`config.mk`:
```
export PLATFORM = sky130hd
export DESIGN_NAME = osc_intl_multi
export DESIGN_NICKNAME = d
export VERILOG_FILES = /design/src/rtl/osc_intl_multi.sv
export SDC_FILE = /design/constraint.sdc
export NUM_CORES = 2
export LEC_CHECK = 0
export BUFFER_PORTS_ARGS = -buffer_cell sky130_fd_sc_hd__buf_2
export CAP_MARGIN = 5
export CORE_MARGIN = 4
export CORE_UTILIZATION = 65
export CTS_CLUSTER_SIZE = 24
export DETAILED_ROUTE_END_ITERATION = 10
export GPL_TIMING_DRIVEN = 0
export HOLD_SLACK_MARGIN = 0.08
export MAX_ROUTING_LAYER = met4
export PLACE_DENSITY = 0.93
export SYNTH_ARGS = -nofsm -noshare
export SYNTH_HDL_FRONTEND = slang
export SYNTH_SLANG_ARGS = --single-unit
```
`constraint.sdc`:
```
create_clock -name i_clk -period 38.6 [get_ports i_clk]
set_input_delay 1.93 -clock i_clk [delete_from_list [all_inputs] [get_ports i_clk]]
set_output_delay 1.93 -clock i_clk [all_outputs]
set_load 0.005 [all_outputs]
```
`src/rtl/osc_intl_multi.sv`:
```
// Multi-channel peak-to-peak oscillation interlock: a shared window FSM drives
// per-channel min/max trackers, leaky counters and sticky trip flags.

module osc_intl_ch #(
  parameter int DATA_W = 32,
  parameter int CNT_W  = 16
) (
  input  logic              clk,
  input  logic              rst,
  input  logic [DATA_W-1:0] data,
  input  logic              acc,
  input  logic              load,
  input  logic              eval,
  input  logic              update,
  input  logic              idle,
  input  logic              clr,
  input  logic              en,
  input  logic              mask,
  input  logic [DATA_W-1:0] thresh,
  input  logic [CNT_W-1:0]  cnt_thresh,
  output logic [DATA_W:0]   p2p,
  output logic [CNT_W-1:0]  cnt,
  output logic              flag
);
  logic signed [DATA_W-1:0] sd, mn, mx;
  logic signed [DATA_W:0]   mx_e, mn_e;

  assign sd   = data;
  assign mx_e = mx;
  assign mn_e = mn;

  always_ff @(posedge clk or posedge rst) begin
    if (rst) begin
      mn <= '0;
      mx <= '0;
    end else if (acc) begin
      if (load) begin
        mn <= sd;
        mx <= sd;
      end else begin
        if (sd < mn) mn <= sd;
        if (sd > mx) mx <= sd;
      end
    end
  end

  // One extra bit makes max-min non-negative and wrap-free for any signed pair.
  always_ff @(posedge clk or posedge rst) begin
    if (rst)       p2p <= '0;
    else if (eval) p2p <= mx_e - mn_e;
  end

  always_ff @(posedge clk or posedge rst) begin
    if (rst) begin
      cnt <= '0;
    end else if (clr || idle) begin
      cnt <= '0;
    end else if (update && mask) begin
      if (p2p >= {1'b0, thresh}) begin
        if (cnt != '1) cnt <= cnt + 1'b1;
      end else begin
        if (cnt != '0) cnt <= cnt - 1'b1;
      end
    end
  end

  always_ff @(posedge clk or posedge rst) begin
    if (rst)      flag <= 1'b0;
    else if (clr) flag <= 1'b0;
    else if (cnt_thresh != '0 && mask && en && cnt >= cnt_thresh) flag <= 1'b1;
  end
endmodule

module osc_intl_multi #(
  parameter int NUM_CH = 4,
  parameter int DATA_W = 32,
  parameter int CNT_W  = 16
) (
  input  logic                       i_clk,
  input  logic                       i_rst,
  input  logic                       i_osc_en,
  input  logic                       i_clr,
  input  logic [NUM_CH*DATA_W-1:0]   i_data,
  input  logic                       i_data_valid,
  input  logic [NUM_CH-1:0]          i_ch_mask,
  input  logic [DATA_W-1:0]          i_data_thresh,
  input  logic [31:0]                i_period,
  input  logic [15:0]                i_cycle_cnt,
  input  logic [CNT_W-1:0]           i_cnt_thresh,
  output logic [NUM_CH-1:0]          o_osc_flag,
  output logic                       o_osc_any,
  output logic [NUM_CH*CNT_W-1:0]    o_osc_cnt,
  output logic [NUM_CH*(DATA_W+1)-1:0] o_p2p,
  output logic                       o_p2p_valid,
  output logic [2:0]                 o_state
);
  typedef enum logic [2:0] {
    IDLE   = 3'd0,
    RUN    = 3'd1,
    EVAL   = 3'd2,
    UPDATE = 3'd3,
    DONE   = 3'd4
  } state_t;

  state_t      state_q, state_d;
  logic [31:0] per_q, smp_cnt;
  logic [15:0] cyc_q, win_cnt;
  logic        idle, acc, last, load, eval, update;

  logic [NUM_CH-1:0][DATA_W-1:0] data_ch;
  logic [NUM_CH-1:0][DATA_W:0]   p2p_ch;
  logic [NUM_CH-1:0][CNT_W-1:0]  cnt_ch;

  assign idle   = (state_q == IDLE);
  assign eval   = (state_q == EVAL);
  assign update = (state_q == UPDATE);
  assign acc    = (state_q == RUN) && i_data_valid && i_osc_en;
  assign load   = (smp_cnt == '0);
  assign last   = (smp_cnt == per_q - 32'd1);

  always_comb begin
    state_d = state_q;
    case (state_q)
      IDLE:    if (i_osc_en) state_d = RUN;
      RUN:     if (acc && last) state_d = EVAL;
      EVAL:    state_d = UPDATE;
      UPDATE:  if (cyc_q != '0 && 16'(win_cnt + 16'd1) == cyc_q) state_d = DONE;
               else state_d = RUN;
      DONE:    state_d = DONE;
      default: state_d = IDLE;
    endcase
    if (!i_osc_en) state_d = IDLE;
  end

  always_ff @(posedge i_clk or posedge i_rst) begin
    if (i_rst) state_q <= IDLE;
    else       state_q <= state_d;
  end

  // Window length is frozen at run start so a live reprogram cannot split a window.
  always_ff @(posedge i_clk or posedge i_rst) begin
    if (i_rst) begin
      per_q   <= '0;
      cyc_q   <= '0;
      smp_cnt <= '0;
      win_cnt <= '0;
    end else if (idle) begin
      smp_cnt <= '0;
      win_cnt <= '0;
      if (i_osc_en) begin
        per_q <= (i_period == '0) ? 32'd1 : i_period;
        cyc_q <= i_cycle_cnt;
      end
    end else begin
      if (acc)    smp_cnt <= last ? '0 : smp_cnt + 32'd1;
      if (update) win_cnt <= win_cnt + 16'd1;
    end
  end

  assign data_ch = i_data;

  for (genvar c = 0; c < NUM_CH; c++) begin : g_ch
    osc_intl_ch #(.DATA_W(DATA_W), .CNT_W(CNT_W)) u_ch (
      .clk        (i_clk),
      .rst        (i_rst),
      .data       (data_ch[c]),
      .acc        (acc),
      .load       (load),
      .eval       (eval),
      .update     (update),
      .idle       (idle),
      .clr        (i_clr),
      .en         (i_osc_en),
      .mask       (i_ch_mask[c]),
      .thresh     (i_data_thresh),
      .cnt_thresh (i_cnt_thresh),
      .p2p        (p2p_ch[c]),
      .cnt        (cnt_ch[c]),
      .flag       (o_osc_flag[c])
    );
  end

  assign o_p2p       = p2p_ch;
  assign o_osc_cnt   = cnt_ch;
  assign o_osc_any   = |o_osc_flag;
  assign o_p2p_valid = update;
  assign o_state     = state_q;
endmodule

```
==> reports/metrics.csv <==
stage,metric,value,unit
outcome,status,finished clean,
final_layout,Reg area,13900,um^2
placed_design,DP Area,45400,um^2
synthesis,number of synthesized flops with an enable pin,0,
synthesis,async set-reset flop share out of synthesis,100,%
power,Comb power frac,47.2,%
power,Pwr Total,2.67,mW
final_layout,Final #Nets,5853,
global_route,number of global-route vias before repair,37100,
die,IO Pins,438,
clock_tree,clk sinks,555,
clock_tree,Max Root-Sink Buffers,3,
clock_tree,total CTS buffers,61,
placed_design,Port Buf Inserts,436,
synthesis,Synthesized Nets,5346,
final_layout,Finished Cell Area,47600,um^2
die,Cell Rows,92,
routing,Routed WL,133000,um
synthesis,Yosys warnings,0,
routing,DRT antenna net count,0,
power,sw power,1.06,mW
placed_design,placed cell count,5763,
sta,clock period minus final worst setup slack,7.40,ns
die,Die ar.,68600,um^2
worst_setup_path,crit path max-delay cell type,o21a_1,
worst_setup_path,CP bufs+invs,2,
power,maximum VDD drop,0.0448,mV
clock_tree,Resize count post-CTS,0,
worst_setup_path,Worst EP arrival,7.96,ns
global_route,largest net degree at the start of global routing,134,
routing,# DRC,0,
min_path,worst min-delay path category,reg2reg,
sta,Setup WS post-layout,31.20,ns
routing,vias,38200,
die,DIE WIDTH,262,um
worst_setup_path,cell mode on critical path,a21o_1,
power,P_leak,24.6,nW
routing,1st-iter DRT viols,3783,
routing,TritonRoute pass-1 iters,7,
final_layout,Synth-to-Final Area Change,13.5,%
die,die height,262,um
clock_tree,CTS tree,done,
synthesis,Main synth FF type,dfrtp_1,
synthesis,Mapped Cells,4473,
worst_setup_path,crit end category,flop,
sta,clk_skew,0.0341,ns
power,Seq pwr share,29.1,%
worst_setup_path,Max Fanout on Critical Path,18,
routing,vias per cell,6.47,
synthesis,"Seq/Total Area, Yosys",33.1,%
sta,fmax,0.135,GHz
placed_design,DP Worst Slack,30.64,ns
power,pwr dens,56.1,nW/um^2
global_route,first-pass GRT wire length,204000,um
sta,worst-margin pin slew,1.18,ns
synthesis,register bit total from synthesis,555,
clock_tree,hold_buf cts,0,
synthesis,Syn Area/Cell,9.37,um^2
final_layout,highest-count cells in the layout ignoring fill and taps,"ha_1, dfrtp_1, buf_2",
run,max cap viols,0,
clock_tree,Clock Tree Root,clkbuf_16,
final_layout,"leading cell type in the layout, fill and taps excluded",ha_1,
routing,wire length per cell,22.5,um
sta,endpoints failing hold,0,
placed_design,Detailed Place HPWL,101000,um
die,Core ar.,63400,um^2
power,sw frac,39.9,%
power,Clk pwr share,23.6,%
power,Pint,1.60,mW
sta,hold slack final,0.505,ns
sta,Final setup viols,0,
die,Starting Density,66.1,%
final_layout,share of cells above drive strength 1,17.2,%
global_route,total gr overflow,0,
global_route,initial antenna violation count,26,
clock_tree,postcts setup bufs,0,
global_route,Tot GR Track Use,38.6,%
sta,max-slew violation count,0,
clock_tree,depth of the CTS H-tree,2,
sta,crit share post-route,19.2,%
synthesis,Synth Cell Area,41900,um^2
final_layout,Fillers,4245,
synthesis,Unique masters post-synth,85,
worst_setup_path,crit-path leading delay family,compound AO/OA/AOI/OAI gates,
worst_setup_path,kind of start point of the critical path,input port,
sta,Setup Total Neg Slack,0,ns
clock_tree,clk_lat worst skew,0.67,ns
sta,slew margin rel.,21.6,%
placed_design,routability cong.,0.996,
clock_tree,register clock-pin slew on the reported worst setup and hold paths,0.06,ns
final_layout,Non-Filler Instances,5906,
worst_setup_path,Crit Path Class,in2reg,
final_layout,multi-input logic area,26200,um^2
sta,unrepaired setup endpoints after global routing,false,
worst_setup_path,"critical path, cell by cell","buf_2, inv_1, ha_1, a21o_1, a21o_1, a2111oi_0, o21ai_0, a221oi_1, nor3_1, o2111ai_1, o21a_1, ha_1, a21o_1, a21o_1, a2111oi_0, nor3_1, a211o_1, o31ai_1, o21ai_0, a21oi_1, o21bai_1, mux2i_1, mux2i_1",
worst_setup_path,required time worst endpoint,39.17,ns
final_layout,Final Core Density,75.0,%
worst_setup_path,Worst path max stage delay,0.72,ns
[per-layer routing]
layer | part of all wire [%] | track usage (%) | wire length, um
met3 | 10 | 9.52 | 13600
met1 | 38 | 47.1 | 50900
met2 | 44 | 58.5 | 59000
met4 | 7.2 | 22.4 | 9560
met5 | 0 | - | 0
[path summary, 6_finish.rpt]
check	start	end	slack, ns	depth (start not counted)
hold reg to reg	g_ch[0].u_ch.mn[20]	g_ch[0].u_ch.mn[20]	0.50	1
hold / removal	g_ch[0].u_ch.mn[20]	g_ch[0].u_ch.mn[20]	0.50	1
setup reg to reg	g_ch[0].u_ch.p2p[4]	g_ch[0].u_ch.cnt[15]	32.54	21
max in group asynchronous	i_rst	g_ch[3].u_ch.mx[16]	35.29	5
setup / recovery	i_data_thresh[4]	g_ch[0].u_ch.cnt[15]	31.20	23
min in group asynchronous	i_rst	g_ch[1].u_ch.cnt[9]	1.20	2
[registers in the layout, summed over array words and instances, names as in the netlist]
name	count
g_ch.u_ch.cnt	64
per_q	32
g_ch.u_ch.flag	4
cyc_q	16
o_state	3
smp_cnt	32
win_cnt	16
g_ch.u_ch.p2p	132
g_ch.u_ch.mn	128
g_ch.u_ch.mx	128
[area by class of cell]
| class | instances | share of cell area, % |
|---|---|---|
| inverters | 360 | 2.86 |
| clock buffers | 88 | 3.67 |
| clock inverters | 27 | 0.797 |
| diodes | 28 | 0.147 |
| repair buffers | 444 | 4.99 |
| plain buffers | 118 | 1.04 |
| well taps | 846 | 2.23 |
| flip-flops and latches | 555 | 29.2 |
| multi-input cells | 3440 | 55.1 |
[Yosys cell counts, drive strengths merged (6+ instances only)]
cell type | n | area [um^2]
ha | 632 | 7910
dfrtp | 555 | 13900
o21ai | 379 | 1900
inv | 359 | 1350
nand2 | 359 | 1350
mux2 | 273 | 3070
a21oi | 261 | 1310
a21o | 249 | 1870
nor2 | 201 | 754
xnor2 | 138 | 1210
nand4 | 121 | 757
clkbuf | 91 | 342
nand3 | 84 | 420
xor2 | 82 | 718
nor2b | 61 | 382
nand2b | 60 | 383
nor4 | 57 | 384
nor3 | 48 | 245
and3 | 45 | 282
a211oi | 40 | 300
buf | 27 | 153
o21a | 27 | 203
o31ai | 27 | 203
a31oi | 24 | 150
mux2i | 24 | 240
o21bai | 24 | 180
or3 | 17 | 111
o211ai | 14 | 110
and2 | 13 | 81.3
and4 | 13 | 114
nor3b | 12 | 90.1
o41ai | 10 | 87.6
or4 | 10 | 82.6
a211o | 9 | 78.8
nand4b | 9 | 78.8
a2111oi | 8 | 82.6
a221oi | 8 | 70.1
fa | 8 | 160
or2 | 8 | 50.1
a41oi | 7 | 61.3
a221o | 6 | 60.1
o2111ai | 6 | 52.6
o22ai | 6 | 37.5
[worst reg2reg max path, cell delays in order (launching register included)]
cell	delay [ns]
dfrtp_1	0.40
ha_1	0.30
a21o_1	0.16
a21o_1	0.16
a2111oi_0	0.36
o21ai_0	0.16
a221oi_1	0.33
nor3_1	0.11
o2111ai_1	0.24
o21a_1	0.72
ha_1	0.39
a21o_1	0.17
a21o_1	0.20
a2111oi_0	0.60
nor3_1	0.13
a211o_1	0.32
o31ai_1	0.31
o21ai_0	0.20
a21oi_1	0.19
o21bai_1	0.10
mux2i_1	0.20
mux2i_1	0.20
[logic make-up after synthesis]
| group | share of synthesized area (%) |
|---|---|
| xor+xnor | 4.60 |
| mux | 7.91 |
| flops | 33.1 |
| buf+inv | 4.40 |
| compound gates | 17.1 |
| fa+ha+maj | 19.3 |
| simple gates | 13.6 |
[power by group through the flow]
stage          combinational, mW  sequential [mW]  clock, mW
5_1_grt                     1.39            0.787      0.656
6_report                    1.26            0.777      0.631
2_1_floorplan              0.915            0.756          0
3_5_place_dp                1.20            0.783          0
3_3_place_gp                1.15            0.776          0
4_1_cts                     1.23            0.774      0.634
No activity file was read; power rests on OpenSTA's default activity.
